File: src/rtl/clk_div_prog.sv
// Programmable clock divider producing a 50% duty clk_out for any ratio N >= 2.
// For odd N a falling-edge flop stretches the high phase by half a clk cycle.
module clk_div_prog #(
    parameter int unsigned WIDTH = 8
) (
    input  logic             clk,
    input  logic             rstn,
    input  logic             en,
    input  logic [WIDTH-1:0] div_ratio,
    output logic             clk_out,
    output logic             period_start,
    output logic             busy,
    output logic [WIDTH-1:0] ratio_active
);

    typedef enum logic {
        IDLE = 1'b0,
        RUN  = 1'b1
    } state_t;

    localparam logic [WIDTH-1:0] RATIO_MIN = WIDTH'(2);

    state_t           state_q, state_d;
    logic [WIDTH-1:0] cnt_q, cnt_d;
    logic [WIDTH-1:0] ratio_q, ratio_d;
    logic             p_q, p_d;
    logic             ps_q, ps_d;
    logic             n_q;

    logic [WIDTH-1:0] ratio_san;
    logic             wrap;

    assign ratio_san = (div_ratio < RATIO_MIN) ? RATIO_MIN : div_ratio;
    assign wrap      = (cnt_q == ratio_q - WIDTH'(1));

    // NOTE: every variable gets a default before the case so no path leaves it unassigned (no latches).
    always_comb begin
        state_d = state_q;
        cnt_d   = cnt_q;
        ratio_d = ratio_q;
        p_d     = p_q;
        ps_d    = 1'b0;
        unique case (state_q)
            IDLE: begin
                cnt_d = '0;
                p_d   = 1'b0;
                if (en) begin
                    state_d = RUN;
                    ratio_d = ratio_san;
                    p_d     = 1'b1;
                    ps_d    = 1'b1;
                end
            end
            RUN: begin
                if (wrap) begin
                    cnt_d = '0;
                    // A new period always opens high: cnt 0 is below H for every N >= 2.
                    if (en) begin
                        ratio_d = ratio_san;
                        p_d     = 1'b1;
                        ps_d    = 1'b1;
                    end else begin
                        state_d = IDLE;
                        p_d     = 1'b0;
                    end
                end else begin
                    cnt_d = cnt_q + WIDTH'(1);
                    p_d   = (cnt_q + WIDTH'(1)) < (ratio_q >> 1);
                end
            end
            default: state_d = IDLE;
        endcase
    end

    // NOTE: sequential state uses non-blocking assignments so all flops update from pre-edge values.
    always_ff @(posedge clk or negedge rstn) begin
        if (!rstn) begin
            state_q <= IDLE;
            cnt_q   <= '0;
            ratio_q <= RATIO_MIN;
            p_q     <= 1'b0;
            ps_q    <= 1'b0;
        end else begin
            state_q <= state_d;
            cnt_q   <= cnt_d;
            ratio_q <= ratio_d;
            p_q     <= p_d;
            ps_q    <= ps_d;
        end
    end

    // Half-cycle extension of the high phase; held at 0 for even ratios.
    always_ff @(negedge clk or negedge rstn) begin
        if (!rstn) begin
            n_q <= 1'b0;
        end else begin
            n_q <= ratio_q[0] & p_q;
        end
    end

    assign clk_out      = p_q | n_q;
    assign period_start = ps_q;
    assign busy         = (state_q == RUN);
    assign ratio_active = ratio_q;

endmodule

File: config.mk
export PLATFORM = sky130hd
export DESIGN_NAME = clk_div_prog
export DESIGN_NICKNAME = d
export VERILOG_FILES = /design/src/rtl/clk_div_prog.sv
export SDC_FILE = /design/constraint.sdc
export NUM_CORES = 1
export LEC_CHECK = 0
export CORE_UTILIZATION = 52
export CTS_CLUSTER_SIZE = 24
export DETAILED_ROUTE_END_ITERATION = 12
export GPL_ROUTABILITY_DRIVEN = 0
export PLACE_DENSITY_LB_ADDON = 0.1
export SYNTH_ARGS = -nofsm -noshare
export SYNTH_HDL_FRONTEND = slang
export SYNTH_SLANG_ARGS = --single-unit
File: constraint.sdc
create_clock -name clk -period 2.6 [get_ports clk]
set_input_delay 0.52 -clock clk [delete_from_list [all_inputs] [get_ports clk]]
set_output_delay 0.52 -clock clk [all_outputs]
set_load 0.1 [all_outputs]
==> flow_metrics.env, run 1 <==
export IMPL_cts_buffers=3
export IMPL_async_flop_share_pct=100
export IMPL_clk_latency_ns=0.30
export IMPL_grt_pass1_wl_um=5160
export IMPL_drc=0
export IMPL_endpoint_kind="primary output"
export IMPL_grt_max_degree=20
export IMPL_track_usage_pct=26.6
export IMPL_ys_top_cells_by_area="dfrtp_1, ha_1, mux2_4, xnor2_1, xor2_1"
export IMPL_rsz0062_at_grt="true"
export IMPL_rows=17
export IMPL_cts_buffer_depth=2
export IMPL_drtPass1Iterations=4
export IMPL_startpoint_type="register"
export IMPL_nets=169
export IMPL_netlist_area_um2=1300
export IMPL_syn_area_per_cell_um2=10.7
export IMPL_synth_edff_count=0
export IMPL_syn_nets=141
export IMPL_port_buffers=21
export IMPL_wirelength_um=3000
export IMPL_initial_utilization_pct=57.2
export IMPL_drive_gt1_share_pct=24.8
export IMPL_grt_overflow_total=0
export IMPL_slew_headroom_pct=58.3
export IMPL_die_area_um2=2710
export IMPL_route_met2_wl_um=1560
export IMPL_yosysTopAreaCell="dfrtp_1"
export IMPL_num_vias=1030
export IMPL_synth_main_ff_cell="dfrtp_1"
export IMPL_avgViaCountPerCell=5.82
export IMPL_ys_types=41
export IMPL_path_clk_slew_ns=0.10
export IMPL_coreArea_um2=2280
export IMPL_top_layer_used="met4"
export IMPL_die_x_um=52.0
export IMPL_dpl_hpwl_um=2360
export IMPL_drtIter0Drc=18
export IMPL_hold_viol_final=0
export IMPL_cts_sinks=20
export IMPL_cp_max_fo=1
export IMPL_cts_root_buffer="clkbuf_4"
export IMPL_outcome="complete, but fails checks"
export IMPL_fin_skew_ns=0.0140
export IMPL_synth_seq_area_share_pct=38.6
export IMPL_worst_slack_ns=-0.259
export IMPL_arrival_ns=2.34
export IMPL_maxCapViolCount=0
export IMPL_cts_tree="yes"
export IMPL_wl_per_cell_um=17.0
export IMPL_ys_warn_count=0
export IMPL_grt_pass1_vias=1144
export IMPL_layout_commonest_cell="dfrtp_1"
export IMPL_postCtsHoldBufs=0
export IMPL_antenna_found_initial=0
export IMPL_critPathKind="reg -> out"
export IMPL_synth_top_area_share_pct=34.6
export IMPL_antenna_left=0
export IMPL_crit_required_ns=2.08
export IMPL_num_io_pins=22
export IMPL_area_growth_pct=23.2
export IMPL_htree_levels=1
export IMPL_most_common_layout_cells="dfrtp_1, buf_4, inv_1, clkdlybuf4s50_1, xnor2_1"
export IMPL_hold_path_class="reg -> reg"
export IMPL_ys_ff_latch=20
export IMPL_tightest_slew_ns=0.621
export IMPL_fin_util_pct=70.4
export IMPL_postSynthCellCount=122
export IMPL_finalSetupViolations=1
export IMPL_wl_met1_um=1290
export IMPL_die_h_um=52.0
export IMPL_finalMaxSlewViolations=0
export IMPL_violations="negative setup slack"
export IMPL_diodes=0
export IMPL_routed_wl_met3_um=69
## layer usage
metal	vias to the layer above	track usage (%)
met5	-	0
met4	0	13.1
met3	10	2.92
met2	22	48.7
met1	509	30.2
li1	489	-
## cells by family after synthesis
family,synth area share [%]
AO/OA/AOI/OAI,12.3
XOR/XNOR,10.1
adder cells (fa/ha/maj),7.69
buffers and inverters,4.13
flip-flops,38.6
multiplexers,8.46
AND/OR/NAND/NOR,18.8
## final timing paths
path,endpoint,slack [ns],start,cells after the start
min,cnt_q[0],0.56,cnt_q[0],1
min reg2reg,cnt_q[0],0.56,cnt_q[0],1
max in group asynchronous,n_q,0.91,rstn,1
min in group asynchronous,ratio_active[6],0.58,rstn,2
max,clk_out,-0.26,n_q,2
max reg2reg,ratio_active[4],0.19,ratio_active[1],8
## registers in the layout (all words and copies together) (netlist names)
register / cells
n_q: 1
cnt_q: 8
p_q: 1
busy: 1
period_start: 1
ratio_active: 8
## final cells by class
class                           instances  area [um2]
Timing Repair Buffer                   25         225
Inverter                               10        37.5
Fill cell                             184         673
Sequential cell                        20         508
Clock buffer                            4        26.3
Multi-Input combinational cell         90         771
Tap cell                               28        35.0
## cell usage after synthesis, types with 2 or more instances
master / n
a21oi_1: 3
and2_1: 2
dfrtp_1: 18
ha_1: 8
inv_1: 10
mux2_4: 6
mux2i_1: 2
nand2_1: 3
nand2b_1: 4
nand3_1: 5
nand4_1: 2
nor2_1: 5
nor3_1: 6
nor3b_1: 6
o21ai_0: 3
xnor2_1: 9
xor2_1: 6
## what timing repair did
item,in CTS,in global routing
resized for setup,0,2
endpoints found under the setup margin,1,14
setup buffers,0,2
endpoints found under the hold margin,0,0
cloned,0,1
pin swaps,0,2
## through the flow
stage          cell area (um2)  setup TNS [ns]  setup WS [ns]  hold slack (ns)  instances
3_3_place_gp              1540               0         0.0797            0.535        170
5_1_grt                   1600          -0.499         -0.293            0.599        177
4_1_cts                   1570          -0.268         -0.268            0.562        174
6_report                  1600          -0.259         -0.259            0.559        177
3_5_place_dp              1540               0         0.0740            0.546        170
2_1_floorplan             1310               0        0.00785            0.224        122
## worst max-delay path: stages (launching register included)
cell,delay [ns]
dfrtn_1,0.34
or2_4,0.23
buf_12,0.16
Power of run 1 is not shown: default switching activity piles up to over one toggle a cycle in this logic, so the estimate is an artifact.
==> inputs of run 2 (changes only) <==
Settings changed: MAX_ROUTING_LAYER set to met4.
==> run 2 against run 1 <==
The flow still finishes with violations (negative setup slack). Hold slack improved by 0.00051 ns. Largest cell class unchanged. Final area did not move. Sequential share of layout area did not move. Core utilization did not move. Clock skew fell by 0.0022 ns.
==> flow_metrics.env, run 2 (synthesized netlist as in run 1, its figures left out) <==
export IMPL_outcome="complete, but fails checks"
export IMPL_violations="negative setup slack"
export IMPL_setup_tns_final_ns=-0.258
export IMPL_fillers=184
export IMPL_die_h_um=52.0
export IMPL_cts_tree="yes"
export IMPL_endpoint_kind="primary output"
export IMPL_post_place_ws_ns=0.0740
export IMPL_drtIter0Drc=18
export IMPL_tightest_slew_ns=0.623
export IMPL_coreArea_um2=2280
export IMPL_nets=169
export IMPL_ff2ff_path_depth=8
export IMPL_grt_overflow_total=0
export IMPL_startpoint_type="register"
export IMPL_num_vias=1032
export IMPL_grt_pass1_vias=1145
export IMPL_htree_levels=1
export IMPL_layout_commonest_cell="dfrtp_1"
export IMPL_antenna_found_initial=0
export IMPL_cp_max_fo=1
export IMPL_fin_area_um2=1600
export IMPL_avgViaCountPerCell=5.83
export IMPL_die_area_um2=2710
export IMPL_area_growth_pct=23.2
export IMPL_dpl_hpwl_um=2360
export IMPL_track_usage_pct=27.4
export IMPL_rsz0062_at_grt="true"
export IMPL_arrival_ns=2.34
export IMPL_min_to="cnt_q[0]"
export IMPL_r2r_start="ratio_active[1]"
export IMPL_grt_pass1_wl_um=5200
export IMPL_most_common_layout_cells="dfrtp_1, buf_4, inv_1, clkdlybuf4s50_1, xnor2_1"
export IMPL_crit_required_ns=2.08
export IMPL_cts_sinks=20
export IMPL_port_buffers=21
export IMPL_clk_latency_ns=0.30
export IMPL_placed_area_um2=1540
export IMPL_die_x_um=52.0
export IMPL_min_path_cells=1
export IMPL_worst_slack_ns=-0.258
export IMPL_r2r_end="ratio_active[4]"
export IMPL_initial_utilization_pct=57.2
export IMPL_cts_buffer_depth=2
export IMPL_num_io_pins=22
export IMPL_multi_input_area_um2=771
export IMPL_hold_path_class="reg -> reg"
export IMPL_wl_per_cell_um=17.1
export IMPL_critPathKind="reg -> out"
export IMPL_hold_viol_final=0
export IMPL_drive_gt1_share_pct=24.8
export IMPL_seq_area_um2=508
export IMPL_hold_start="cnt_q[0]"
export IMPL_antenna_left=0
export IMPL_rows=17
export IMPL_slew_headroom_pct=58.2
export IMPL_maxCapViolCount=0
export IMPL_cts_buffers=3
export IMPL_rrSetupSlack_ns=0.19
export IMPL_finalMaxSlewViolations=0
export IMPL_drc=0
export IMPL_grt_max_degree=20
export IMPL_finalSetupViolations=1
export IMPL_drtPass1Iterations=4
export IMPL_wirelength_um=3020
export IMPL_fin_skew_ns=0.0118
export IMPL_diodes=0
export IMPL_cts_root_buffer="clkbuf_4"
export IMPL_path_clk_slew_ns=0.10
export IMPL_postCtsHoldBufs=0
[run 2: cell type report]
| type | instances | share of cell area (%) |
|---|---|---|
| clock buffer | 4 | 1.64 |
| inverter | 10 | 2.34 |
| multi-input combinational | 90 | 48.1 |
| sequential | 20 | 31.7 |
| tap | 28 | 2.19 |
| timing repair buffer | 25 | 14.1 |
[run 2: critical path: stages, from the launching register on]
cell and delay (ns):
dfrtn_1 0.34, or2_4 0.23, buf_12 0.16
[run 2: per-stage QoR]
| step | instances | hold slack [ns] | utilization (%) |
|---|---|---|---|
| after detailed placement | 170 | 0.546 | 67.6 |
| final | 177 | 0.559 | 70.4 |
| after global placement | 170 | 0.535 | 67.6 |
| after CTS | 174 | 0.562 | 68.8 |
| after global routing | 177 | 0.599 | 70.4 |
| after floorplan | 122 | 0.224 | - |
[run 2: worst max path at each step]
stage	slack, ns	from	endpoint	cells after the start
2_1_floorplan	0.008	ratio_active[1]	ratio_active[3]	8
3_3_place_gp	0.08	n_q	clk_out	2
3_5_place_dp	0.07	n_q	clk_out	2
4_1_cts	-0.27	n_q	clk_out	2
5_1_grt	-0.29	n_q	clk_out	2
6_report	-0.26	n_q	clk_out	2
[run 2: repair_timing]
item                                    4_1_cts  5_1_grt
gates resized for setup                       0        2
pin swaps                                     0        2
endpoints found under the setup margin        1       14
cloned                                        0        1
setup buffers                                 0        2
[run 2: per-layer routing]
metal,vias to the layer above,share of wire (%),global-route usage [%],wire length [um]
met5,-,0,-,0
met4,0,3.0,13.1,90
met3,10,2.2,2.92,66
li1,489,-,-,-
met2,24,52,48.9,1570
met1,509,43,30.2,1300
Power of run 2 is left out for the same reason.
